--- config.mk ---
export PLATFORM = sky130hd
export DESIGN_NAME = fft_transpose_buffer
export DESIGN_NICKNAME = d
export VERILOG_FILES = /design/src/rtl/fft_pkg.sv /design/src/rtl/tb_bank_mem.sv /design/src/rtl/fft_transpose_buffer.sv
export SDC_FILE = /design/constraint.sdc
export NUM_CORES = 1
export LEC_CHECK = 0
export ABC_CLOCK_PERIOD_IN_PS = 5800
export CAP_MARGIN = 20
export CORE_MARGIN = 3
export CORE_UTILIZATION = 55
export DETAILED_ROUTE_END_ITERATION = 8
export PLACE_DENSITY = 0.8
export SLEW_MARGIN = 20
export SYNTH_ARGS = -nofsm -noshare
export SYNTH_HDL_FRONTEND = slang
export SYNTH_SLANG_ARGS = --single-unit
--- constraint.sdc ---
create_clock -name clk -period 5.8 [get_ports clk]
set_input_delay 0.87 -clock clk [delete_from_list [all_inputs] [get_ports clk]]
set_output_delay 0.87 -clock clk [all_outputs]
set_load 0.03 [all_outputs]
--- src/rtl/fft_pkg.sv ---
// Shared types and constants for the 4x4 FFT corner-turn buffer.
// The width and dimension here set the ports of fft_transpose_buffer and tb_bank_mem.
package fft_pkg;

  localparam int unsigned DATA_W = 16;
  localparam int unsigned N      = 4;

  typedef struct packed {
    logic signed [DATA_W-1:0] re;
    logic signed [DATA_W-1:0] im;
  } cplx_t;

  typedef enum logic [0:0] {
    FILL  = 1'b0,
    DRAIN = 1'b1
  } state_e;

endpackage

--- src/rtl/tb_bank_mem.sv ---
// One 4x4 complex matrix bank: full-row write port, full-column read port.
// The read is a plain mux on the registered column pointer; the storage has no reset.
module tb_bank_mem
  import fft_pkg::*;
(
  input  logic                clk,
  input  logic                wr_en,
  input  logic [1:0]          wr_row,
  input  logic [N*DATA_W-1:0] wr_re,
  input  logic [N*DATA_W-1:0] wr_im,
  input  logic [1:0]          rd_col,
  output logic [N*DATA_W-1:0] rd_re,
  output logic [N*DATA_W-1:0] rd_im
);

  cplx_t mem [N][N];

  always_ff @(posedge clk) begin
    if (wr_en) begin
      for (int c = 0; c < N; c++) begin
        mem[wr_row][c].re <= wr_re[c*DATA_W +: DATA_W];
        mem[wr_row][c].im <= wr_im[c*DATA_W +: DATA_W];
      end
    end
  end

  // Lane r of the read port is row r of the selected column.
  always_comb begin
    rd_re = '0;
    rd_im = '0;
    for (int r = 0; r < N; r++) begin
      rd_re[r*DATA_W +: DATA_W] = mem[r][rd_col].re;
      rd_im[r*DATA_W +: DATA_W] = mem[r][rd_col].im;
    end
  end

endmodule

--- src/rtl/fft_transpose_buffer.sv ---
// Corner-turn buffer: accepts four row beats, replays the 4x4 matrix as four column beats.
// Define PINGPONG_EN for two banks (fill one while draining the other); default is one bank.
module fft_transpose_buffer
  import fft_pkg::*;
(
  input  logic                clk,
  input  logic                rst,
  input  logic                in_valid,
  output logic                in_ready,
  input  logic [N*DATA_W-1:0] in_re,
  input  logic [N*DATA_W-1:0] in_im,
  output logic                out_valid,
  input  logic                out_ready,
  output logic [N*DATA_W-1:0] out_re,
  output logic [N*DATA_W-1:0] out_im,
  output logic [1:0]          out_col,
  output logic                out_last
);

  logic                in_fire;
  logic                out_fire;
  logic                wr_done;
  logic                rd_done;
  logic [1:0]          wr_row_q;
  logic [1:0]          rd_col_q;
  logic [N*DATA_W-1:0] rd_re;
  logic [N*DATA_W-1:0] rd_im;

  assign in_fire  = in_valid & in_ready;
  assign out_fire = out_valid & out_ready;
  assign wr_done  = in_fire & (wr_row_q == 2'd3);
  assign rd_done  = out_fire & (rd_col_q == 2'd3);

  always_ff @(posedge clk) begin
    if (rst) begin
      wr_row_q <= '0;
    end else if (in_fire) begin
      wr_row_q <= wr_row_q + 2'd1;
    end
  end

  always_ff @(posedge clk) begin
    if (rst) begin
      rd_col_q <= '0;
    end else if (out_fire) begin
      rd_col_q <= rd_col_q + 2'd1;
    end
  end

`ifdef PINGPONG_EN

  logic                wr_bank_q;
  logic                rd_bank_q;
  logic [1:0]          full_q;
  logic [1:0]          full_d;
  logic [N*DATA_W-1:0] bank_re [2];
  logic [N*DATA_W-1:0] bank_im [2];

  // Fill and drain always target different banks, so set and clear never collide.
  always_comb begin
    full_d = full_q;
    if (wr_done) full_d[wr_bank_q] = 1'b1;
    if (rd_done) full_d[rd_bank_q] = 1'b0;
  end

  always_ff @(posedge clk) begin
    if (rst) begin
      full_q    <= '0;
      wr_bank_q <= 1'b0;
      rd_bank_q <= 1'b0;
    end else begin
      full_q <= full_d;
      if (wr_done) wr_bank_q <= ~wr_bank_q;
      if (rd_done) rd_bank_q <= ~rd_bank_q;
    end
  end

  assign in_ready  = ~full_q[wr_bank_q];
  assign out_valid = full_q[rd_bank_q];

  for (genvar b = 0; b < 2; b++) begin : g_bank
    tb_bank_mem u_bank (
      .clk    (clk),
      .wr_en  (in_fire && (wr_bank_q == 1'(b))),
      .wr_row (wr_row_q),
      .wr_re  (in_re),
      .wr_im  (in_im),
      .rd_col (rd_col_q),
      .rd_re  (bank_re[b]),
      .rd_im  (bank_im[b])
    );
  end

  assign rd_re = bank_re[rd_bank_q];
  assign rd_im = bank_im[rd_bank_q];

`else

  state_e state_q;
  state_e state_d;

  always_comb begin
    state_d = state_q;
    unique case (state_q)
      FILL:    if (wr_done) state_d = DRAIN;
      DRAIN:   if (rd_done) state_d = FILL;
      default: state_d = FILL;
    endcase
  end

  always_ff @(posedge clk) begin
    if (rst) begin
      state_q <= FILL;
    end else begin
      state_q <= state_d;
    end
  end

  assign in_ready  = (state_q == FILL);
  assign out_valid = (state_q == DRAIN);

  tb_bank_mem u_bank (
    .clk    (clk),
    .wr_en  (in_fire),
    .wr_row (wr_row_q),
    .wr_re  (in_re),
    .wr_im  (in_im),
    .rd_col (rd_col_q),
    .rd_re  (rd_re),
    .rd_im  (rd_im)
  );

`endif

  // Gate the read mux so stale or uninitialised storage never shows while idle.
  assign out_re   = out_valid ? rd_re : '0;
  assign out_im   = out_valid ? rd_im : '0;
  assign out_col  = rd_col_q;
  assign out_last = out_valid & (rd_col_q == 2'd3);

endmodule

# Word-level counts from Yosys, hierarchy flattened
# Memory sizes are Yosys's and may differ from the RTL's.
# Cells that the tools add are included.
[totals] regBits=5 mem_bits_rw=512 input_bits=132 out_inout_bits=133 wordCells=35 n_memories=1
[classes] addsub=2 order_cmp=1 n_eq_ne=2 muxes=19 n_bitwise=7
[memory_table] memory="u_bank.mem" words=4 word_bits=128 read_ports=4 rd_clocked_by_memory_dff=0 wr=1 line="tb_bank_mem.sv:16" text="cplx_t mem [N][N];"
[op_table] op="32-bit binary-select mux with 2-bit select" n=4
[op_table] op="32-bit two-way mux" n=8
[op_table] op="64-bit two-way mux" n=2
[op_table] op="1-bit bitwise AND" n=5
[op_table] op="2-bit by 1-bit adder with 2-bit output (second input constant)" n=2
[op_table] op="2-bit equality test (second input constant)" n=2
[op_table] op="1-bit two-way mux" n=4
[op_table] op="3-bit >= comparator (second input constant)" n=1
[op_table] op="2-bit inverter with 3-bit output" n=1
[op_table] op="1-bit one-hot mux with 2 select lines" n=1
[op_table] op="1-bit inverter" n=1

# Depth between registers and ports, before layout
[depth] ltp_word=5 mapped_depth=5 mapped_depth_nobuf=4

# Modules after synthesis
# A second synthesis with hierarchy kept.
[hier_totals] hier_cells=839 hier_area_um2=19722.7
[modules_own_cells] mod="tb_bank_mem" n_inst=1 cells_each=672 area_each_um2=18602.8
[modules_own_cells] mod="fft_transpose_buffer" n_inst=1 cells_each=167 area_each_um2=1119.8

# Least setup slack after synthesis
# Ideal clock, no wire load.
[synth_path] path_type="input -> register" startpoint="input in_valid" endpoint="memory u_bank.mem[0][0] (netlist name) (enable)" setup_ns=0.502 t_arrival_ns=4.079 slack_ns=1.219 cell_stages=2 path_buffers=0 cell_sequence="nor2b_2 -> and2_1"
[synth_between] elab_chain_cells=3
[synth_lines] element="from (decl)" line="fft_transpose_buffer.sv:8" text="input logic in_valid,"
[synth_lines] element="1-bit bitwise AND" line="fft_transpose_buffer.sv:29" text="assign in_fire = in_valid & in_ready;"
[synth_lines] element="1-bit two-way mux" line="tb_bank_mem.sv:19" text="if (wr_en) begin"
[synth_lines] element="1-bit two-way mux (not written as such)" line="tb_bank_mem.sv:22" text="mem[wr_row][c].im <= wr_im[c*DATA_W +: DATA_W];"
[synth_lines] element="to (decl)" line="tb_bank_mem.sv:16"
# No other way between the ends.

# Final worst setup path
[layout_path] startpoint="register state_q (netlist: out_valid)" endpoint="output out_im[24]"
[layout_between] elab_chain_cells=1
[layout_lines] element="from (decl)" line="fft_transpose_buffer.sv:99" text="state_e state_q;"
[layout_lines] element="from (signal assigned)" line="fft_transpose_buffer.sv:115" text="state_q <= state_d;"
[layout_lines] element="64-bit two-way mux" line="fft_transpose_buffer.sv:137" text="assign out_im = out_valid ? rd_im : '0;"
[layout_lines] element="to (decl)" line="fft_transpose_buffer.sv:15" text="output logic [N*DATA_W-1:0] out_im,"
# No other way between the ends.

==> flow_summary.toml <==
[detailed_routing]
via_count = 10028
route.antenna.remaining_nets = 0
wirelength_mm = 39.02
avgRoutedWirePerCell_um = 22.30
viasPerCell = 5.730
first_pass_iters = 5
drt-initial-drc-count = 697
drc_errors = 0

[power]
power_density_nw_per_um2 = 325.6
power_mw = 7.811
ir_drop_mv = 0.2939
clock_power_share_pct = 39.4
power.leakage_nw = 7.261
power.share.switching_pct = 20.02
power.internal_mw = 6.247
seqPwrFrac_pct = 55.7
p_comb_share_pct = 4.9
power_switching_mw = 1.563

[finish]
regArea_um2 = 15480
areaGrowthSynthToFinish_pct = 22.36
multi_input_area_um2 = 3571
diodes = 0
final_util_pct = 68.94
nFillCells = 2197
drive_above_1_share_pct = 6.641
nets = 1391
final_cell_mix = "edfxtp_1, clkdlybuf4s50_1, mux2i_1"
final_common_cell = "edfxtp_1"

[critical_path]
r2r_start = "out_valid"
worst_r2r_path_depth = 3
crit_end = "out_im[24]"
critical_path.max_fanout = 87
crit_arrival_ns = 3.42
required_ns = 4.93
path_class = "reg2out"
end_kind = "output pin"
crit_start = "out_valid"
r2r-end = "u_bank.mem[1][7]"
r2r_setup_slack_ns = 3.34
critPathLaunchType = "flip-flop"

[grt]
gr-usage-all-layers_pct = 20.01
grt-ovfl-total = 0
grt_antenna_before_repair = 6
grt_pass1_wl_mm = 59.41
grt_pass1_vias = 10302
grt_max_degree = 88

[timing]
final_max_slew_viol_count = 0
setup_slack_ns = 1.512
hold_viol = 0
setup_tns_ns = 0
period_share_pct = 73.92
setup_violations = 0
fmax_ghz = 0.2332
worst_slew_pin_slew_ns = 1.098
clock_skew_ns = 0.01094
slew_headroom_pct = 26.81
worst_hold_slack_ns = 0.5545
grt_setup_unrepaired = "no"
layout_min_cycle_time_ns = 4.288

[floorplanning]
num_io_pins = 265
initial_utilization_pct = 56.34
die_x_um = 194.8
dieArea_um2 = 37950
rows = 68
die_h_um = 194.8
core_um2 = 34800

[status]
outcome = "completed"

[clock_tree]
post-cts-setup-buffers = 0
clock_latency_ns = 0.55
cts_max_path_buffers = 3
ctsResizeCount = 0
cts.sinks = 517
ctsHoldBuffers = 0
cts_buffers = 49
cts-root-buf = "clkbuf_16"
htreeDepth = 2
cts_tree = "built"
clk_pin_slew_ns = 0.06

[yosys]
synthMuxAreaShare_pct = 13.12
synthSimpleGateAreaFrac_pct = 0.3765
synth_xor_area_share_pct = 0.08934
synth_compound_area_share_pct = 4.180
avgSynthCellArea_um2 = 19.86
synth_seq_cells = 517
ys_seq_area_share_pct = 78.93
yosysUniqueCellTypes = 22
synth_cells = 987
synth_warnings = 0
netlist_area_um2 = 19610
synth_adder_area_share_pct = 0.3191
synth_top_family_by_area = "multiplexers"
synthesis.nets = 1124

[min_path]
hp-class = "reg2reg"
hold_depth = 2

[placement]
post-dp-hpwl_mm = 23.60
port_buffers = 264
gp_congestion = 0.7586
dp_slack_ns = 2.125

[flow_run]
max_cap_viol_count = 0
power groups by stage:
stage / sequential [mW] / clock [mW] / combinational (mW)
2_1_floorplan: 4.44 / 0 / 0.168
3_3_place_gp: 4.42 / 0 / 0.376
3_5_place_dp: 4.43 / 0 / 0.385
4_1_cts: 4.35 / 3.13 / 0.387
5_1_grt: 4.36 / 3.29 / 0.411
6_report: 4.35 / 3.08 / 0.381
how the worst min path moves through the flow:
stage	slack [ns]	end	startpoint
after floorplan	0.51	wr_row_q[1]	wr_row_q[1]
after global placement	0.52	out_col[1]	out_col[1]
after detailed placement	0.54	out_col[1]	out_col[1]
after CTS	0.55	out_col[1]	out_col[1]
after global routing	0.60	out_col[1]	out_col[1]
final	0.55	out_col[1]	out_col[1]
cells by family (layout without fill, tap and decap cells):
group / after synthesis / after routing
and+or+nand+nor: 14 / 14
adders and majority gates: 5 / 5
muxes: 257 / 257
xor gates and xnor gates: 2 / 2
buffers and inverters: 61 / 369
DFF: 517 / 517
AOI/OAI and AO/OA: 131 / 131
area by class of cell:
| type | instances | area share, % |
|---|---|---|
| timing repair buffer | 274 | 11.64 |
| tap | 455 | 2.373 |
| clock inverter | 29 | 1.022 |
| multi-input combinational | 409 | 14.89 |
| sequential | 517 | 64.52 |
| inverter | 3 | 0.04694 |
| clock buffer | 63 | 5.508 |
flip-flops by register name, indices dropped and copies added, names as in the netlist:
signal,flops
wr_row_q,2
u_bank.mem,512
out_col,2
out_valid,1
synthesized netlist by cell type:
master	instances	area share [%]
buf_8	3	0.23
edfxtp_1	512	78
buf_12	11	1.1
ha_1	5	0.32
nand3_1	1	0.026
buf_6	13	0.75
nand2b_1	1	0.032
mux2i_1	257	13
and2_1	5	0.16
buf_4	1	0.038
a311oi_1	1	0.045
clkbuf_4	2	0.077
dfxtp_1	5	0.51
nand2_1	3	0.057
inv_1	3	0.057
nor2_1	3	0.057
nor2b_2	1	0.045
xnor2_1	1	0.045
buf_2	28	0.71
o22ai_1	128	4.1
a21oi_1	2	0.051
xor2_1	1	0.045
metal layers:
metal | up-vias | global-route usage, % | part of all wire, %
met2 | 413 | 31.81 | 47
met4 | 12 | 4.014 | 1.4
met1 | 4990 | 28.23 | 42
li1 | 4548 | - | -
met5 | - | 0 | 0.17
met3 | 65 | 5.772 | 9.0
through the flow:
stage               cells  area (µm²)
floorplan             987       19610
global placement     1658       22420
detailed placement   1658       22420
CTS                  1750       23990
global route         1750       23990
finish               1750       23990
worst max-delay path: stages, from the launching register on:
cell and delay [ns]:
dfxtp_1 0.58, nand2_4 0.65, buf_4 0.55, o22ai_1 0.28, clkdlybuf4s50_1 0.73
Power figures use the tool's default switching activity.
